$ cat config.mk
export PLATFORM = sky130hd
export DESIGN_NAME = mem_store_ctrl_flat
export DESIGN_NICKNAME = d
export VERILOG_FILES = /design/src/rtl/mem_store_if.sv /design/src/rtl/mem_store_ctrl.sv /design/src/flat_wrapper.sv
export SDC_FILE = /design/constraint.sdc
export NUM_CORES = 1
export LEC_CHECK = 0
export CAP_MARGIN = 0
export CORE_MARGIN = 1.5
export CORE_UTILIZATION = 35
export CTS_BUF_LIST = sky130_fd_sc_hd__clkbuf_4
export CTS_CLUSTER_DIAMETER = 40
export DETAILED_ROUTE_END_ITERATION = 8
export REMOVE_ABC_BUFFERS = 1
export SLEW_MARGIN = 20
export SYNTH_ARGS = -nofsm -noshare
export SYNTH_HDL_FRONTEND = slang
export SYNTH_SLANG_ARGS = --single-unit
$ cat constraint.sdc
create_clock -name clk -period 16.5 [get_ports clk]
set_input_delay 3.3 -clock clk [delete_from_list [all_inputs] [get_ports clk]]
set_output_delay 3.3 -clock clk [all_outputs]
set_load 0.01 [all_outputs]
$ cat src/rtl/mem_store_if.sv
// Store request and byte-wide RAM write bus between the load/store path and the RAM/IO arbiter.
// The slave side is the store controller; the master side is everything around it.
interface mem_store_if #(
  parameter int ADDR_WIDTH = 32
);
  logic                  store_valid;
  logic [ADDR_WIDTH-1:0] store_addr;
  logic [31:0]           store_data;
  logic [1:0]            store_size;
  logic                  store_ready;
  logic                  store_done;
  logic                  io_buffer_full;
  logic [7:0]            mem_dout;
  logic [ADDR_WIDTH-1:0] mem_a;
  logic                  mem_wr;

  modport master (
    output store_valid, store_addr, store_data, store_size, io_buffer_full,
    input  store_ready, store_done, mem_dout, mem_a, mem_wr
  );

  modport slave (
    input  store_valid, store_addr, store_data, store_size, io_buffer_full,
    output store_ready, store_done, mem_dout, mem_a, mem_wr
  );
endinterface

$ cat src/rtl/mem_store_ctrl.sv
// Serialises one byte/half/word store onto the 8-bit RAM bus, LSB first, one byte per cycle.
// state | meaning
// IDLE  | no store in flight; store_ready may be high
// BUSY  | store latched; emitting byte cnt (held off by a full I/O buffer)
module mem_store_ctrl #(
  parameter int          ADDR_WIDTH = 32,
  parameter logic [31:0] IO_BASE    = 32'h00030000
) (
  input  logic      clk,
  input  logic      rst,
  input  logic      rdy,
  mem_store_if.slave bus
);

  typedef enum logic {IDLE, BUSY} state_t;

  state_t                state_q, state_d;
  logic [ADDR_WIDTH-1:0] addr_q, addr_d;
  logic [31:0]           data_q, data_d;
  logic [2:0]            nbytes_q, nbytes_d;
  logic [2:0]            cnt_q, cnt_d;
  logic                  mem_wr_q, mem_wr_d;
  logic [ADDR_WIDTH-1:0] mem_a_q, mem_a_d;
  logic [7:0]            mem_dout_q, mem_dout_d;
  logic                  done_q, done_d;

  logic                  store_ready;
  logic                  accept;
  logic [2:0]            size_n;
  logic [ADDR_WIDTH-1:0] src_addr;
  logic [31:0]           src_data;
  logic [2:0]            src_n;
  logic [1:0]            k;
  logic [ADDR_WIDTH-1:0] byte_addr;
  logic                  hold;

  assign store_ready = rdy & ~rst & (state_q == IDLE);
  assign accept      = store_ready & bus.store_valid;

  always_comb begin
    case (bus.store_size)
      2'd0:    size_n = 3'd1;
      2'd1:    size_n = 3'd2;
      default: size_n = 3'd4;
    endcase
  end

  // On the accept edge byte 0 is emitted straight from the request inputs.
  assign src_addr  = accept ? bus.store_addr : addr_q;
  assign src_data  = accept ? bus.store_data : data_q;
  assign src_n     = accept ? size_n : nbytes_q;
  assign k         = accept ? 2'd0 : cnt_q[1:0];
  assign byte_addr = src_addr + ADDR_WIDTH'(k);
  assign hold      = bus.io_buffer_full & (byte_addr >= ADDR_WIDTH'(IO_BASE));

  always_comb begin
    state_d    = state_q;
    addr_d     = addr_q;
    data_d     = data_q;
    nbytes_d   = nbytes_q;
    cnt_d      = cnt_q;
    mem_wr_d   = mem_wr_q;
    mem_a_d    = mem_a_q;
    mem_dout_d = mem_dout_q;
    done_d     = done_q;

    if (rdy) begin
      if (accept) begin
        addr_d   = bus.store_addr;
        data_d   = bus.store_data;
        nbytes_d = size_n;
        cnt_d    = 3'd0;
        state_d  = BUSY;
      end

      if (accept || state_q == BUSY) begin
        if (hold) begin
          mem_wr_d   = 1'b0;
          mem_a_d    = '0;
          mem_dout_d = 8'h00;
          done_d     = 1'b0;
        end else begin
          mem_wr_d   = 1'b1;
          mem_a_d    = byte_addr;
          mem_dout_d = src_data[{k, 3'b000} +: 8];
          cnt_d      = {1'b0, k} + 3'd1;
          if ({1'b0, k} + 3'd1 == src_n) begin
            done_d  = 1'b1;
            state_d = IDLE;
          end else begin
            done_d  = 1'b0;
          end
        end
      end else begin
        mem_wr_d   = 1'b0;
        mem_a_d    = '0;
        mem_dout_d = 8'h00;
        done_d     = 1'b0;
      end
    end
  end

  always_ff @(posedge clk) begin
    if (rst) begin
      state_q    <= IDLE;
      addr_q     <= '0;
      data_q     <= '0;
      nbytes_q   <= 3'd0;
      cnt_q      <= 3'd0;
      mem_wr_q   <= 1'b0;
      mem_a_q    <= '0;
      mem_dout_q <= 8'h00;
      done_q     <= 1'b0;
    end else begin
      state_q    <= state_d;
      addr_q     <= addr_d;
      data_q     <= data_d;
      nbytes_q   <= nbytes_d;
      cnt_q      <= cnt_d;
      mem_wr_q   <= mem_wr_d;
      mem_a_q    <= mem_a_d;
      mem_dout_q <= mem_dout_d;
      done_q     <= done_d;
    end
  end

  assign bus.store_ready = store_ready;
  assign bus.store_done  = done_q;
  assign bus.mem_wr      = mem_wr_q;
  assign bus.mem_a       = mem_a_q;
  assign bus.mem_dout    = mem_dout_q;

endmodule

$ cat src/flat_wrapper.sv
// flat-port wrapper written by rule: the top's interface ports become plain ports
module mem_store_ctrl_flat 
#(
  parameter int          ADDR_WIDTH = 32,
  parameter logic [31:0] IO_BASE    = 32'h00030000
)
  (clk, rst, rdy, bus_store_valid, bus_store_addr, bus_store_data, bus_store_size, bus_io_buffer_full, bus_store_ready, bus_store_done, bus_mem_dout, bus_mem_a, bus_mem_wr);
  mem_store_if #(.ADDR_WIDTH(ADDR_WIDTH)) bus_i ();
  input  logic clk;
  input  logic rst;
  input  logic rdy;
  input wire logic [$bits(bus_i.store_valid)-1:0] bus_store_valid;
  input wire logic [$bits(bus_i.store_addr)-1:0] bus_store_addr;
  input wire logic [$bits(bus_i.store_data)-1:0] bus_store_data;
  input wire logic [$bits(bus_i.store_size)-1:0] bus_store_size;
  input wire logic [$bits(bus_i.io_buffer_full)-1:0] bus_io_buffer_full;
  output wire logic [$bits(bus_i.store_ready)-1:0] bus_store_ready;
  output wire logic [$bits(bus_i.store_done)-1:0] bus_store_done;
  output wire logic [$bits(bus_i.mem_dout)-1:0] bus_mem_dout;
  output wire logic [$bits(bus_i.mem_a)-1:0] bus_mem_a;
  output wire logic [$bits(bus_i.mem_wr)-1:0] bus_mem_wr;
  assign bus_i.store_valid = bus_store_valid;
  assign bus_i.store_addr = bus_store_addr;
  assign bus_i.store_data = bus_store_data;
  assign bus_i.store_size = bus_store_size;
  assign bus_i.io_buffer_full = bus_io_buffer_full;
  assign bus_store_ready = bus_i.store_ready;
  assign bus_store_done = bus_i.store_done;
  assign bus_mem_dout = bus_i.mem_dout;
  assign bus_mem_a = bus_i.mem_a;
  assign bus_mem_wr = bus_i.mem_wr;
  mem_store_ctrl #(.ADDR_WIDTH(ADDR_WIDTH), .IO_BASE(IO_BASE)) u_core (.clk(clk), .rst(rst), .rdy(rdy), .bus(bus_i));
endmodule
==> impl_metrics.ini, run 1 <==
[layout]
multi_input_area_um2 = 3050
antenna_cells_inserted = 0
area_growth_synth_to_finish_pct = 25.38
filler_cell_count = 1517
regArea_um2 = 2242
finish.cell_count_without_fillers = 942
fin_nets = 800
layout-drive-gt1-share = 0.06019

[yosys]
synth.top_cells.by_count = 122 x sky130_fd_sc_hd__nand2_1, 112 x sky130_fd_sc_hd__dfxtp_1, 56 x sky130_fd_sc_hd__nor2_1
async_flop_share = 0
synth_top_cell_area_share = 0.4083
ys_ff_latch = 112
ys_dominant_reg_cell = sky130_fd_sc_hd__dfxtp_1
synth_enable_flop_cells = 0
synth_largest_area_cell = sky130_fd_sc_hd__dfxtp_1
synth_cells = 639
synth_cell_types = 63
syn_avg_cell_area_um2 = 8.594
netlist_area_um2 = 5492
yosys.cell_count.top_type = sky130_fd_sc_hd__nand2_1
yosys-top-cells-area = sky130_fd_sc_hd__dfxtp_1 41%, sky130_fd_sc_hd__nand2_1 8.3%, sky130_fd_sc_hd__mux2i_1 5.5%
ys.warnings.count = 0
ys_seq_area_frac = 0.4083

[pwr]
power_leakage_nw = 2.373
switching_power_mw = 0.1410
swShare = 0.2793
comb_power_share = 0.144
power.internal_mw = 0.3638
seq_power_share = 0.565
p_clk_frac = 0.291
p_per_area_nw_per_um2 = 73.31
power.ir.vdd_worst_mv = 0.05413

[critical_path]
crit_path_start_kind = input pin
cell_repeated_most_along_the_worst_path = sky130_fd_sc_hd__clkdlybuf4s50_1
cp_slowest_cell = sky130_fd_sc_hd__clkdlybuf4s50_1
crit_required_ns = 13.20
timing.critical_path.slowest_cell_delay_ns = 0.74
crit_fanout = 10
worst-endpoint-arrival_ns = 5.08
cp_cell_sequence = clkdlybuf4s50_1 > nand2b_1 > nor2_1 > clkdlybuf4s50_1
critical_path_start_end_classification = input pin to primary output
timing.critical_path.buf_inv = 2
worst_path_dominant_cell_family = buffers and inverters
crit_path_end_kind = primary output

[die]
io_pins = 114
core_area_um2 = 15260
die_h_um = 128.3
die-width_um = 128.3
die-area_um2 = 16450
rows = 45
initial_utilization = 0.3599

[detailed_routing]
vias = 4942
drt.antenna.violating_nets = 0
detailedRoute.firstIterationViolations = 429
drc = 0
detail_route.vias_per_cell = 5.246
wl_final_mm = 14.73
dr.pass1.iters = 5
routedWlPerCell_um = 15.63

[clock_tree]
clk_transition_reported_paths_ns = 0.16
cts_tree = done
tritoncts.num_buffers = 9
clk_root_buffer_cell = sky130_fd_sc_hd__clkbuf_4
holdBufCountCts = 0
clockBufferDepth = 2
cts.sinks = 112
ctsResizeCount = 0
post-cts-setup-buffers = 0
clk_latency_ns = 0.51
h-tree-depth = 3

[placement]
hpwlAfterDp_mm = 10.23
placed_cells = 926
io_buffer_count = 113
gpl.final_weighted_congestion = 0.8468

[job]
maxCapViolCount = 0

[min_path]
holdCritPathClass = flop to flop

[global_routing]
grt_max_degree = 77
via_count_of_the_first_global_routing_pass = 4742
grt_overflow = 0
globalRouteTotalUtil = 0.1803
grt_pass1_wl_mm = 23.44
initial_antenna_violation_count = 0

[status]
outcome = completed

[timing]
hold_ws_ns = 0.4646
slew-limit-headroom = 0.3128
clock-skew-final_ns = 0.01911
maxSlewViolCount = 0
tightest_slew_ns = 1.028
hold_viol_final = 0
finalCritPeriodShare = 0.5076
setup-tns-final_ns = 0
rsz0062_at_grt = false
achievable-frequency_ghz = 0.1194
final.min_clock_period_ns = 8.375
report.final.setup_viol = 0
[tightest hold or removal path: stages (launching register included)]
cell and delay (ns):
sky130_fd_sc_hd__dfxtp_1 0.34, sky130_fd_sc_hd__nand2_1 0.05, sky130_fd_sc_hd__a21oi_1 0.05
[layout make-up]
type / count / share of cell area
Clock buffer: 10 / 0.01090
Timing Repair Buffer: 117 / 0.1679
Sequential cell: 112 / 0.3256
Multi-Input combinational cell: 480 / 0.4430
Clock inverter: 6 / 0.01090
Tap cell: 211 / 0.03834
Inverter: 6 / 0.003271
[metal layers]
metal / track usage / routed length [um] / share of wire
met5: 0 / 0 / 0
met4: 0.04891 / 140 / 0.0095
met3: 0.04841 / 1002 / 0.068
met2: 0.2985 / 6841 / 0.46
met1: 0.2318 / 6740 / 0.46
[cell families (layout without fill, tap and decap cells)]
logic type / Yosys count / in the layout / synth area share
simple gates: 271 / 271 / 0.2306
buf+inv: 47 / 139 / 0.04169
compound gates: 132 / 132 / 0.1686
xor+xnor: 33 / 33 / 0.05263
fa+ha+maj: 4 / 4 / 0.008659
flops: 112 / 112 / 0.4083
mux: 40 / 40 / 0.08954
[per-stage QoR]
| step | total power, mW | setup WS, ns | utilization | instance area [um2] |
|---|---|---|---|---|
| final | 0.5048 | 8.125 | 0.4513 | 6885 |
| after global routing | 0.5295 | 7.882 | 0.4513 | 6885 |
| after CTS | 0.5107 | 8.127 | 0.4513 | 6885 |
| after detailed placement | 0.3634 | 7.667 | 0.4414 | 6735 |
| after global placement | 0.3624 | 7.807 | 0.4414 | 6735 |
| after floorplan | 0.3243 | 7.488 | - | 5285 |
[cell usage in the layout (no fill, tap or decap), types with 2 or more instances in the layout]
cell type	netlist	layout
sky130_fd_sc_hd__inv_1	6	6
sky130_fd_sc_hd__buf_4	2	4
sky130_fd_sc_hd__and3_1	6	6
sky130_fd_sc_hd__a22o_1	33	33
sky130_fd_sc_hd__clkbuf_4	0	10
sky130_fd_sc_hd__mux2_2	3	3
sky130_fd_sc_hd__or4_1	2	2
sky130_fd_sc_hd__mux4_2	7	7
sky130_fd_sc_hd__o31ai_1	3	3
sky130_fd_sc_hd__o21bai_1	3	3
sky130_fd_sc_hd__dfxtp_1	112	112
sky130_fd_sc_hd__o22ai_1	2	2
sky130_fd_sc_hd__o21ai_0	15	15
sky130_fd_sc_hd__or3_1	6	6
sky130_fd_sc_hd__o21a_1	2	2
sky130_fd_sc_hd__a31oi_1	2	2
sky130_fd_sc_hd__mux2i_1	30	30
sky130_fd_sc_hd__nor2_1	56	55
sky130_fd_sc_hd__nand2_1	122	122
sky130_fd_sc_hd__nor4_1	4	4
sky130_fd_sc_hd__nand3_1	15	15
sky130_fd_sc_hd__clkinv_4	0	2
sky130_fd_sc_hd__xor2_1	15	15
sky130_fd_sc_hd__and2_1	2	2
sky130_fd_sc_hd__nor4b_1	2	2
sky130_fd_sc_hd__a32o_1	4	4
sky130_fd_sc_hd__a21oi_1	49	49
sky130_fd_sc_hd__xnor2_1	18	18
sky130_fd_sc_hd__nand4_1	16	16
sky130_fd_sc_hd__nor3_2	3	2
sky130_fd_sc_hd__clkdlybuf4s50_1	0	112
sky130_fd_sc_hd__nand3b_1	2	2
sky130_fd_sc_hd__nand2b_1	5	5
sky130_fd_sc_hd__ha_1	3	3
sky130_fd_sc_hd__o211ai_1	2	2
sky130_fd_sc_hd__nor3_1	20	20
sky130_fd_sc_hd__o41ai_1	3	3
[sequential cells by signal, summed over array words and instances (netlist names)]
| signal | flops |
|---|---|
| u_core.cnt_q | 2 |
| u_core.bus.mem_wr | 1 |
| u_core.nbytes_q | 3 |
| u_core.bus.store_done | 1 |
| u_core.state_q | 1 |
| u_core.bus.mem_dout | 8 |
| u_core.data_q | 32 |
| u_core.bus.mem_a | 32 |
| u_core.addr_q | 32 |
[power groups by stage]
stage          Sequential [mW]  Clock (mW)  Combinational (mW)
2_1_floorplan            0.290           0              0.0347
3_5_place_dp             0.291           0              0.0725
5_1_grt                  0.287       0.164              0.0791
4_1_cts                  0.285       0.153              0.0728
6_report                 0.285       0.147              0.0728
3_3_place_gp             0.291           0              0.0717
[final timing paths]
path                           from              endpoint  slack, ns  cells past startpoint
setup / recovery                rdy       bus_store_ready       8.12                      4
hold / removal    u_core.data_q[18]     u_core.data_q[18]       0.46                      2
setup reg to reg     u_core.state_q  u_core.bus.mem_a[14]      11.27                     15
hold reg to reg   u_core.data_q[18]     u_core.data_q[18]       0.46                      2
No activity file was read; power rests on OpenSTA's default activity.
==> run 2: changes to the inputs <==
- clock period: 16.5 -> 8.5 ns (I/O delays scaled with it)
==> run 2 against run 1 <==
  * Setup slack got worse by 6.1 ns
  * Cell count decreased by 0.21%
  * Power increased by 83%
  * Sequential power increased by 94%
  * Global-route usage about the same
  * Worst hold slack improved by 0.0013 ns
  * Flip-flop and latch count unchanged
  * Clock power increased by 56%
  * Wire length decreased by 2.4%
  * Sequential share of layout area increased by 0.24 points
  * Clock-buffer cell count unchanged
  * Core utilization decreased by 0.34 points
==> impl_metrics.ini, run 2 (synthesized netlist as in run 1, its figures left out) <==
[timing]
maxSlewViolCount = 0
hold_viol_final = 0
finalCritPeriodShare = 0.7614
slew-limit-headroom = 0.3458
setup-tns-final_ns = 0
rsz0062_at_grt = false
report.final.setup_viol = 0
final.min_clock_period_ns = 6.472
tightest_slew_ns = 0.9790
achievable-frequency_ghz = 0.1545
clock-skew-final_ns = 0.02322

[die]
core_area_um2 = 15260
die-area_um2 = 16450
die_h_um = 128.3
die-width_um = 128.3
rows = 45
io_pins = 114
initial_utilization = 0.3599

[layout]
layout-drive-gt1-share = 0.05624
area_growth_synth_to_finish_pct = 24.45
antenna_cells_inserted = 0
filler_cell_count = 1553
most-common-layout-cells = 122 x sky130_fd_sc_hd__nand2_1, 112 x sky130_fd_sc_hd__clkdlybuf4s50_1, 112 x sky130_fd_sc_hd__dfxtp_1
finish.cell_count_without_fillers = 940
fin_nets = 800
multi_input_area_um2 = 3050
regArea_um2 = 2242
final_common_cell = sky130_fd_sc_hd__nand2_1

[pwr]
power_leakage_nw = 2.346
power.internal_mw = 0.6677
switching_power_mw = 0.2541
swShare = 0.2756
p_clk_frac = 0.248
comb_power_share = 0.151
p_per_area_nw_per_um2 = 134.9
power.ir.vdd_worst_mv = 0.05143
seq_power_share = 0.601

[clock_tree]
post-cts-setup-buffers = 0
clk_latency_ns = 0.49
clockBufferDepth = 2
cts.sinks = 112
holdBufCountCts = 0
cts_tree = done
h-tree-depth = 3
ctsResizeCount = 0
clk_root_buffer_cell = sky130_fd_sc_hd__clkbuf_4
clk_transition_reported_paths_ns = 0.13
tritoncts.num_buffers = 9

[min_path]
holdCritPathClass = flop to flop

[global_routing]
globalRouteTotalUtil = 0.1804
grt_max_degree = 76
grt_pass1_wl_mm = 23.40
grt_overflow = 0
initial_antenna_violation_count = 0
via_count_of_the_first_global_routing_pass = 4719

[placement]
placed_cells = 926
gpl.final_weighted_congestion = 0.8403
hpwlAfterDp_mm = 10.17
io_buffer_count = 113

[detailed_routing]
detail_route.vias_per_cell = 5.197
vias = 4885
dr.pass1.iters = 5
wl_final_mm = 14.37
detailedRoute.firstIterationViolations = 281
routedWlPerCell_um = 15.29
drc = 0
drt.antenna.violating_nets = 0

[critical_path]
worst-endpoint-arrival_ns = 6.89
crit_fanout = 38
critical_path_start_end_classification = input pin to flop
crit_path_end_kind = flop
crit_required_ns = 8.92
crit_path_start_kind = input pin

[status]
outcome = completed

[job]
maxCapViolCount = 0
run 2: cell types whose count changed in the layout (fill, tap and decap cells not counted), sizes merged:
| cell | delta |
|---|---|
| clkinvlp | +1 |
| inv | -2 |
| bufinv | -1 |
run 2: worst paths after layout:
check                         start                     end  slack (ns)  depth (start not counted)
setup / recovery                rdy  u_core.bus.mem_dout[6]        2.03                         16
hold / removal    u_core.data_q[14]       u_core.data_q[14]        0.47                          2
setup reg to reg     u_core.state_q  u_core.bus.mem_dout[6]        3.53                         15
hold reg to reg   u_core.data_q[14]       u_core.data_q[14]        0.47                          2
run 2: metrics by stage:
step	total power [mW]	utilization	setup WS [ns]	hold WS [ns]	cell area [um2]
2_1_floorplan	0.6294	-	1.088	0.4271	5285
3_3_place_gp	0.7034	0.4414	1.667	0.4402	6735
3_5_place_dp	0.7046	0.4414	1.542	0.4372	6735
4_1_cts	0.9342	0.4479	2.070	0.4668	6834
5_1_grt	0.9717	0.4479	1.585	0.4766	6834
6_report	0.9218	0.4479	2.028	0.4659	6834
run 2: critical path: stages:
cell                              delay [ns]
sky130_fd_sc_hd__clkdlybuf4s50_1        0.74
sky130_fd_sc_hd__and4bb_4               0.65
sky130_fd_sc_hd__nand2_1                0.15
sky130_fd_sc_hd__nand2_1                0.09
sky130_fd_sc_hd__ha_1                   0.20
sky130_fd_sc_hd__ha_1                   0.25
sky130_fd_sc_hd__a21oi_1                0.10
sky130_fd_sc_hd__or4_4                  0.46
sky130_fd_sc_hd__o2bb2ai_2              0.24
sky130_fd_sc_hd__or2_2                  0.37
sky130_fd_sc_hd__o22ai_1                0.18
sky130_fd_sc_hd__nor4b_2                0.31
sky130_fd_sc_hd__a41oi_4                0.26
sky130_fd_sc_hd__nor3_4                 0.59
sky130_fd_sc_hd__buf_4                  0.39
sky130_fd_sc_hd__a22o_1                 0.17
run 2: power by group through the flow:
| stage | Combinational, mW | Sequential (mW) | Clock, mW |
|---|---|---|---|
| floorplan | 0.0673 | 0.562 | 0 |
| global placement | 0.139 | 0.565 | 0 |
| detailed placement | 0.140 | 0.565 | 0 |
| CTS | 0.141 | 0.554 | 0.240 |
| global route | 0.154 | 0.556 | 0.262 |
| finish | 0.140 | 0.554 | 0.229 |
run 2: area by class of cell:
class	count	area share
multi-input combinational	480	0.4464
timing repair buffer	117	0.1692
inverter	6	0.003295
tap	211	0.03863
sequential	112	0.3281
clock inverter	4	0.003479
clock buffer	10	0.01098
run 2: per-layer routing:
metal,wire (um),up-vias,share of wire,global-route usage
met1,6811,2275,0.47,0.2424
li1,-,2438,-,-
met2,6427,147,0.45,0.2821
met4,325,0,0.023,0.07733
met5,0,-,0,0
met3,804,25,0.056,0.03589
